**config.mk**
```make
export PLATFORM = sky130hd
export DESIGN_NAME = control_unit
export DESIGN_NICKNAME = d
export VERILOG_FILES = /design/src/rtl/control_unit.sv
export SDC_FILE = /design/constraint.sdc
export NUM_CORES = 1
export LEC_CHECK = 0
export BUFFER_PORTS_ARGS = -buffer_cell sky130_fd_sc_hd__buf_2
export CORE_AREA = 2 2 43 45
export CTS_BUF_LIST = sky130_fd_sc_hd__clkbuf_8 sky130_fd_sc_hd__clkbuf_16
export DETAILED_ROUTE_END_ITERATION = 10
export DIE_AREA = 0 0 45 47
export HOLD_SLACK_MARGIN = 0.03
export MAX_ROUTING_LAYER = met4
export PLACE_DENSITY = 0.74
export SLEW_MARGIN = 15
export SYNTH_ARGS = -nofsm -noshare
export SYNTH_HDL_FRONTEND = slang
export SYNTH_SLANG_ARGS = --single-unit
```
**constraint.sdc**
```tcl
create_clock -name CLK -period 2.6 [get_ports CLK]
set_clock_uncertainty 0.15 [all_clocks]
set_input_delay 0.78 -clock CLK [delete_from_list [all_inputs] [get_ports CLK]]
set_output_delay 0.78 -clock CLK [all_outputs]
set_load 0.005 [all_outputs]
```
**src/rtl/control_unit.sv**
```systemverilog
// -----------------------------------------------------------------------------
// control_unit
// ID-stage instruction decoder for the RV32IM five-stage pipeline.
// The decode is purely combinational. A startup flag, cleared asynchronously by
// RESET and set on the first rising CLK edge after RESET is released, forces a
// bubble until the pipeline has taken at least one clock edge.
//
// Ports
//   CLK          in   1  pipeline clock (rising edge sets the startup flag)
//   RESET        in   1  asynchronous, active-high; clears the startup flag
//   INSTRUCTION  in  32  instruction word from IF/ID
//   ALUOP        out  5  {M, alt, funct3}; {11,funct3} for branch compares,
//                        11010 passes operand B (LUI)
//   IMME_SELECT  out  3  001 U, 010 I, 011 S, 100 B, 101 J, 110 I-shift
//   MUX1_SELECT  out  1  ALU operand A: 0 rs1, 1 PC
//   MUX2_SELECT  out  1  ALU operand B: 0 immediate, 1 rs2
//   MUX3_SELECT  out  2  write-back: 00 memory, 01 ALU, 10 PC+4
//   MUX4_SELECT  out  1  jump/branch target: 0 PC+imm, 1 ALU result
//   MEMREAD      out  1  data-memory read enable
//   MEMWRITE     out  1  data-memory write enable
//   BRANCH       out  1  conditional branch
//   JUMP         out  1  unconditional jump
//   WRITEENABLE  out  1  register-file write enable
// -----------------------------------------------------------------------------
module control_unit (
   input  logic        CLK,
   input  logic        RESET,
   input  logic [31:0] INSTRUCTION,
   output logic [4:0]  ALUOP,
   output logic [2:0]  IMME_SELECT,
   output logic        MUX1_SELECT,
   output logic        MUX2_SELECT,
   output logic [1:0]  MUX3_SELECT,
   output logic        MUX4_SELECT,
   output logic        MEMREAD,
   output logic        MEMWRITE,
   output logic        BRANCH,
   output logic        JUMP,
   output logic        WRITEENABLE
);

   localparam logic [6:0] OP_R      = 7'b0110011;
   localparam logic [6:0] OP_IMM    = 7'b0010011;
   localparam logic [6:0] OP_LOAD   = 7'b0000011;
   localparam logic [6:0] OP_STORE  = 7'b0100011;
   localparam logic [6:0] OP_BRANCH = 7'b1100011;
   localparam logic [6:0] OP_JAL    = 7'b1101111;
   localparam logic [6:0] OP_JALR   = 7'b1100111;
   localparam logic [6:0] OP_LUI    = 7'b0110111;
   localparam logic [6:0] OP_AUIPC  = 7'b0010111;

   localparam logic [2:0] IMM_U  = 3'b001;
   localparam logic [2:0] IMM_I  = 3'b010;
   localparam logic [2:0] IMM_S  = 3'b011;
   localparam logic [2:0] IMM_B  = 3'b100;
   localparam logic [2:0] IMM_J  = 3'b101;
   localparam logic [2:0] IMM_SH = 3'b110;

   localparam logic [1:0] WB_MEM = 2'b00;
   localparam logic [1:0] WB_ALU = 2'b01;
   localparam logic [1:0] WB_PC4 = 2'b10;

   localparam logic [4:0] ALU_ADD  = 5'b00000;
   localparam logic [4:0] ALU_PASSB = 5'b11010;

   logic       started;
   logic [6:0] opcode;
   logic [2:0] funct3;
   logic [6:0] funct7;

   assign opcode = INSTRUCTION[6:0];
   assign funct3 = INSTRUCTION[14:12];
   assign funct7 = INSTRUCTION[31:25];

   always_ff @(posedge CLK or posedge RESET) begin
      if (RESET) started <= 1'b0;
      else       started <= 1'b1;
   end

   // Enables default to 0 so a bubble never leaks a side effect; selects and
   // ALUOP default to X so synthesis may pick whatever is cheapest.
   always_comb begin
      ALUOP       = 'x;
      IMME_SELECT = 'x;
      MUX1_SELECT = 1'bx;
      MUX2_SELECT = 1'bx;
      MUX3_SELECT = 'x;
      MUX4_SELECT = 1'bx;
      MEMREAD     = 1'b0;
      MEMWRITE    = 1'b0;
      BRANCH      = 1'b0;
      JUMP        = 1'b0;
      WRITEENABLE = 1'b0;

      if (started && !RESET) begin
         unique case (opcode)
            OP_R: begin
               if (funct7 == 7'b0000000 || funct7 == 7'b0100000 ||
                   funct7 == 7'b0000001) begin
                  ALUOP       = {funct7[0], funct7[5], funct3};
                  MUX1_SELECT = 1'b0;
                  MUX2_SELECT = 1'b1;
                  MUX3_SELECT = WB_ALU;
                  MUX4_SELECT = 1'b0;
                  WRITEENABLE = 1'b1;
               end
            end
            OP_IMM: begin
               // Only SRAI uses funct7[5]; for other funct3 that bit is
               // ordinary immediate data (e.g. a negative ADDI).
               ALUOP       = {1'b0, (funct3 == 3'b101) & funct7[5], funct3};
               IMME_SELECT = (funct3 == 3'b001 || funct3 == 3'b101) ? IMM_SH : IMM_I;
               MUX1_SELECT = 1'b0;
               MUX2_SELECT = 1'b0;
               MUX3_SELECT = WB_ALU;
               MUX4_SELECT = 1'b0;
               WRITEENABLE = 1'b1;
            end
            OP_LOAD: begin
               ALUOP       = ALU_ADD;
               IMME_SELECT = IMM_I;
               MUX1_SELECT = 1'b0;
               MUX2_SELECT = 1'b0;
               MUX3_SELECT = WB_MEM;
               MUX4_SELECT = 1'b0;
               MEMREAD     = 1'b1;
               WRITEENABLE = 1'b1;
            end
            OP_STORE: begin
               ALUOP       = ALU_ADD;
               IMME_SELECT = IMM_S;
               MUX1_SELECT = 1'b0;
               MUX2_SELECT = 1'b0;
               MUX4_SELECT = 1'b0;
               MEMWRITE    = 1'b1;
            end
            OP_BRANCH: begin
               ALUOP       = {2'b11, funct3};
               IMME_SELECT = IMM_B;
               MUX1_SELECT = 1'b0;
               MUX2_SELECT = 1'b1;
               MUX4_SELECT = 1'b0;
               BRANCH      = 1'b1;
            end
            OP_JAL: begin
               IMME_SELECT = IMM_J;
               MUX3_SELECT = WB_PC4;
               MUX4_SELECT = 1'b0;
               JUMP        = 1'b1;
               WRITEENABLE = 1'b1;
            end
            OP_JALR: begin
               if (funct3 == 3'b000) begin
                  ALUOP       = ALU_ADD;
                  IMME_SELECT = IMM_I;
                  MUX1_SELECT = 1'b0;
                  MUX2_SELECT = 1'b0;
                  MUX3_SELECT = WB_PC4;
                  MUX4_SELECT = 1'b1;
                  JUMP        = 1'b1;
                  WRITEENABLE = 1'b1;
               end
            end
            OP_LUI: begin
               ALUOP       = ALU_PASSB;
               IMME_SELECT = IMM_U;
               MUX2_SELECT = 1'b0;
               MUX3_SELECT = WB_ALU;
               MUX4_SELECT = 1'b0;
               WRITEENABLE = 1'b1;
            end
            OP_AUIPC: begin
               ALUOP       = ALU_ADD;
               IMME_SELECT = IMM_U;
               MUX1_SELECT = 1'b1;
               MUX2_SELECT = 1'b0;
               MUX3_SELECT = WB_ALU;
               MUX4_SELECT = 1'b0;
               WRITEENABLE = 1'b1;
            end
            default: ;
         endcase
      end
   end

endmodule

```
==> results of run 1 <==
## Yosys cell counts (2+ instances only)
cell	n	area, µm²
nand2_1	10	37.5
a31oi_1	7	43.8
nand3_1	5	25.0
nor2_1	5	18.8
nor2b_1	5	31.3
a21oi_1	4	20.0
buf_2	4	20.0
o21ai_0	4	20.0
nor3_1	3	15.0
a211oi_1	2	15.0
a21boi_0	2	15.0
and3b_1	2	17.5
buf_6	2	22.5
inv_1	2	7.51
o21bai_1	2	15.0
## power groups by stage
stage	Sequential (µW)	Combinational, µW	Clock (µW)
2_1_floorplan	17.4	50.9	0
3_3_place_gp	17.4	99.7	0
3_5_place_dp	17.5	102	0
4_1_cts	17.6	112	0
5_1_grt	17.6	137	0
6_report	17.5	127	0
## metrics by stage
step	setup slack, ps	cells	instance area [µm²]
6_report	-70.4	151	996
3_3_place_gp	-130	149	850
5_1_grt	-153	151	996
2_1_floorplan	33.1	81	533
3_5_place_dp	-112	149	850
4_1_cts	-71.8	150	911
## how the worst max path moves through the flow
stage                  end  slack (ps)  cells after the start
4_1_cts        WRITEENABLE         -70                      6
6_report       WRITEENABLE         -70                      6
5_1_grt        WRITEENABLE        -150                      6
2_1_floorplan  WRITEENABLE          30                      6
3_5_place_dp   WRITEENABLE        -110                      6
3_3_place_gp   WRITEENABLE        -130                      6
## final cells by class
| cell class | count | area share |
|---|---|---|
| multi-input cells | 72 | 0.545 |
| repair buffers | 59 | 0.401 |
| flip-flops and latches | 1 | 0.0251 |
| inverters | 2 | 0.00754 |
| well taps | 17 | 0.0214 |
## cell families after synthesis
family,after synthesis,synth area share
DFF,1,0.0469
buffers and inverters,8,0.0939
AOI/OAI and AO/OA,28,0.354
and+or+nand+nor,43,0.498
other,1,0.00704
## layer usage
| metal | share of wire | global-route usage | vias to the layer above |
|---|---|---|---|
| met5 | 0 | - | - |
| met4 | 0.011 | 0.0118 | 0 |
| met3 | 0.063 | 0.0154 | 4 |
| met2 | 0.53 | 0.357 | 35 |
| met1 | 0.40 | 0.235 | 359 |
| li1 | - | - | 411 |
## timing repair
item	in CTS	in global routing
resized for setup	18	18
setup buffers	1	1
pin swaps	15	10
setup endpoints to repair	12	13
==> impl_metrics.env, run 1 <==
export IMPL_regMostFlops="started"
export IMPL_p_clk_frac=0
export IMPL_overflow=0
export IMPL_largest_register_ffs=1
export IMPL_power_switching_uw=62.1
export IMPL_setup_violations=5
export IMPL_ys_seq_area_frac=0.0469
export IMPL_grt_pass1_vias=699
export IMPL_layout_nets=170
export IMPL_globalplace_congestion=0.878
export IMPL_die_width_um=45
export IMPL_p_leak_uw=0.000470
export IMPL_ys_types=37
export IMPL_p_int_uw=82.4
export IMPL_synth_flop_cell="dfrtp_1"
export IMPL_start_kind="primary input"
export IMPL_vias=809
export IMPL_wl_per_cell_um=14.1
export IMPL_cp_startpoint="INSTRUCTION[3]"
export IMPL_p_per_area_mw_per_mm2=145
export IMPL_drtPass1Iterations=4
export IMPL_start_util=0.323
export IMPL_cp_cell_sequence="buf_8 -> and3b_2 -> nand3_4 -> or2_0 -> o21bai_1 -> buf_2"
export IMPL_p_seq_frac=0.121
export IMPL_synthArstFlopShare=1.00
export IMPL_crit_path_top_delay_cell="and3b_2"
export IMPL_drive_gt1_frac=0.619
export IMPL_vias_per_cell=5.36
export IMPL_final_cell_mix="buf_2 (31), buf_4 (21), nand2_1 (9), a31oi_1 (6)"
export IMPL_hold_viol=0
export IMPL_maxCapViolCount=0
export IMPL_route_detailed_drc=0
export IMPL_finalPower_uw=144
export IMPL_syn_inst=81
export IMPL_n_antenna_cell=0
export IMPL_hold_class="primary input to async pin"
export IMPL_clock_fmax_mhz=374
export IMPL_ir_worst_vdd_uv=102
export IMPL_rsz0062_at_grt="true"
export IMPL_avgSynthCellArea_um2=6.58
export IMPL_grt_pass1_wl_um=3050
export IMPL_die_y_um=47
export IMPL_seq_area_um2=25.0
export IMPL_worstSetupPathType="primary input to output port"
export IMPL_area_growth_syn_to_layout_pct=86.9
export IMPL_outcome="finished, violations left"
export IMPL_clk_transition_reported_paths_ps=0
export IMPL_end_kind="output port"
export IMPL_drv_slew=0
export IMPL_ys_ff_latch=1
export IMPL_worst_endpoint_arrival_ps=1740
export IMPL_synth_edff_count=0
export IMPL_antenna_found_initial=0
export IMPL_syn_num_nets=115
export IMPL_multiInputGateArea_um2=543
export IMPL_drtAntennaViolNets=0
export IMPL_power_switching_share=0.430
export IMPL_violations="setup timing"
export IMPL_layout_commonest_cell="buf_2"
export IMPL_final_util=0.603
export IMPL_critPathBufInv=2
export IMPL_path_max_fanout=4
export IMPL_rows=15
export IMPL_yosys_warnings=0
export IMPL_post_route_min_period_ps=2670
export IMPL_numPortBuffers=36
export IMPL_die_area_mm2=0.00212
export IMPL_fin_crit_sh=1.03
export IMPL_hpwl_um=1550
export IMPL_worst_slack_ps=-70.4
export IMPL_grt_max_degree=12
export IMPL_required_ps=1670
export IMPL_ctsHoldBuffers=0
export IMPL_comb_power_share=0.879
export IMPL_coreArea_mm2=0.00165
export IMPL_fin_setup_tns_ps=-213
export IMPL_hold_ws_ps=515
export IMPL_crit_family="simple AND/OR/NAND/NOR gates"
export IMPL_num_fill_cells=155
export IMPL_grt_use_total=0.192
export IMPL_reg_top3="started (1)"
export IMPL_drt_total_wl_um=2130
export IMPL_critPathMaxStageDelay_ps=310
export IMPL_pin_count=52
export IMPL_synthesis_area_um2=533
export IMPL_drtIter0Drc=6
(Power assumes the default switching activity.)
==> inputs of run 2 (changes only) <==
--- a/config.mk
+++ b/config.mk
@@ -10,6 +10,7 @@
 export CTS_BUF_LIST = sky130_fd_sc_hd__clkbuf_8 sky130_fd_sc_hd__clkbuf_16
 export DETAILED_ROUTE_END_ITERATION = 10
 export DIE_AREA = 0 0 45 47
+export GPL_ROUTABILITY_DRIVEN = 0
 export HOLD_SLACK_MARGIN = 0.03
 export MAX_ROUTING_LAYER = met4
 export PLACE_DENSITY = 0.74
==> constraint.sdc (replaced) <==
create_clock -name CLK -period 2.6 [get_ports CLK]
set_clock_uncertainty 0.15 [all_clocks]
set_input_delay 0.26 -clock CLK [delete_from_list [all_inputs] [get_ports CLK]]
set_output_delay 0.26 -clock CLK [all_outputs]
set_load 0.005 [all_outputs]
==> run 2 against run 1 <==
Against the previous run: the run now ends clean; setup slack improved by 610 ps; final cell count fell by 15%; worst hold slack improved by 27 ps; critical path depth up 1; wire length is 23% lower; sequential power is essentially flat.
==> impl_metrics.env, run 2 (same netlist as run 1, synthesis figures left out) <==
export IMPL_outcome="complete, no violations"
export IMPL_grt_pass1_wl_um=2620
export IMPL_ctsHoldBuffers=1
export IMPL_hpwl_um=1310
export IMPL_vias_per_cell=5.62
export IMPL_ir_worst_vdd_uv=94.9
export IMPL_ctsResizeCount=0
export IMPL_p_per_area_mw_per_mm2=142
export IMPL_path_max_fanout=4
export IMPL_largest_register_ffs=1
export IMPL_drt_total_wl_um=1640
export IMPL_start_util=0.323
export IMPL_reg_top3="started (1)"
export IMPL_start_kind="primary input"
export IMPL_layout_nets=148
export IMPL_grt_pass1_vias=652
export IMPL_drv_slew=0
export IMPL_p_leak_uw=0.000332
export IMPL_coreArea_mm2=0.00165
export IMPL_hold_viol=0
export IMPL_n_antenna_cell=0
export IMPL_drtIter0Drc=5
export IMPL_worstSetupPathType="primary input to output port"
export IMPL_regMostFlops="started"
export IMPL_grt_use_total=0.165
export IMPL_post_cts_setup_buffers=0
export IMPL_numPortBuffers=36
export IMPL_wl_per_cell_um=12.7
export IMPL_post_route_min_period_ps=2060
export IMPL_clk_transition_reported_paths_ps=0
export IMPL_finalPower_uw=99.7
export IMPL_fin_setup_tns_ps=0
export IMPL_hold_class="primary input to async pin"
export IMPL_setup_violations=0
export IMPL_end_kind="output port"
export IMPL_clock_fmax_mhz=485
export IMPL_grt_max_degree=18
export IMPL_pin_count=52
export IMPL_die_y_um=47
export IMPL_final_util=0.425
export IMPL_final_cell_mix="buf_2 (36), nand2_1 (10), a31oi_1 (7)"
export IMPL_drive_gt1_frac=0.402
export IMPL_drtAntennaViolNets=0
export IMPL_required_ps=2190
export IMPL_worst_endpoint_arrival_ps=1650
export IMPL_overflow=0
export IMPL_route_detailed_drc=0
export IMPL_antenna_found_initial=0
export IMPL_drtPass1Iterations=4
export IMPL_die_area_mm2=0.00212
export IMPL_rows=15
export IMPL_hold_ws_ps=542
export IMPL_maxCapViolCount=0
export IMPL_area_growth_syn_to_layout_pct=31.7
export IMPL_fin_crit_sh=0.793
export IMPL_layout_commonest_cell="buf_2"
export IMPL_rsz0062_at_grt="false"
export IMPL_die_width_um=45
export IMPL_vias=725
==> run 2: critical path: stages <==
cell and delay, ps:
dlygate4sd3_1 530, buf_2 120, inv_1 120, nand3_4 100, or2_0 230, o21bai_1 160, buf_2 140
==> run 2: where the power goes <==
group | leakage [µW] | switching, µW | total [µW] | internal (µW)
Sequential | 0.0000117 | 0.839 | 17.5 | 16.7
Combinational | 0.000320 | 46.8 | 82.2 | 35.4
Clock | 0 | 0 | 0 | 0
Total | 0.000332 | 47.6 | 99.7 | 52.1
==> run 2: metrics by stage <==
stage	instances	setup slack, ps	cell area (µm²)
6_report	129	539	702
5_1_grt	129	495	702
4_1_cts	129	550	702
3_5_place_dp	128	714	692
3_3_place_gp	128	759	692
2_1_floorplan	81	1070	533
==> run 2: metal layers <==
metal	routed length (µm)	GRT usage
met2	772	0.297
met4	17	0.0412
met1	698	0.194
met5	0	-
met3	151	0.0192
==> run 2: path summary, 6_finish.rpt <==
path,cells past startpoint,to,start,slack [ps]
worst max-delay path,7,WRITEENABLE,RESET,540
min in group CLK,3,ALUOP[3],INSTRUCTION[30],670
worst min-delay path,3,started,RESET,540
max in group asynchronous,3,started,RESET,1610
==> run 2: area by class of cell <==
cell class              count  area [µm²]
multi-input cells          72         458
well taps                  17        21.3
repair buffers             37         190
fillers                   204         950
inverters                   2        7.51
flip-flops and latches      1        25.0
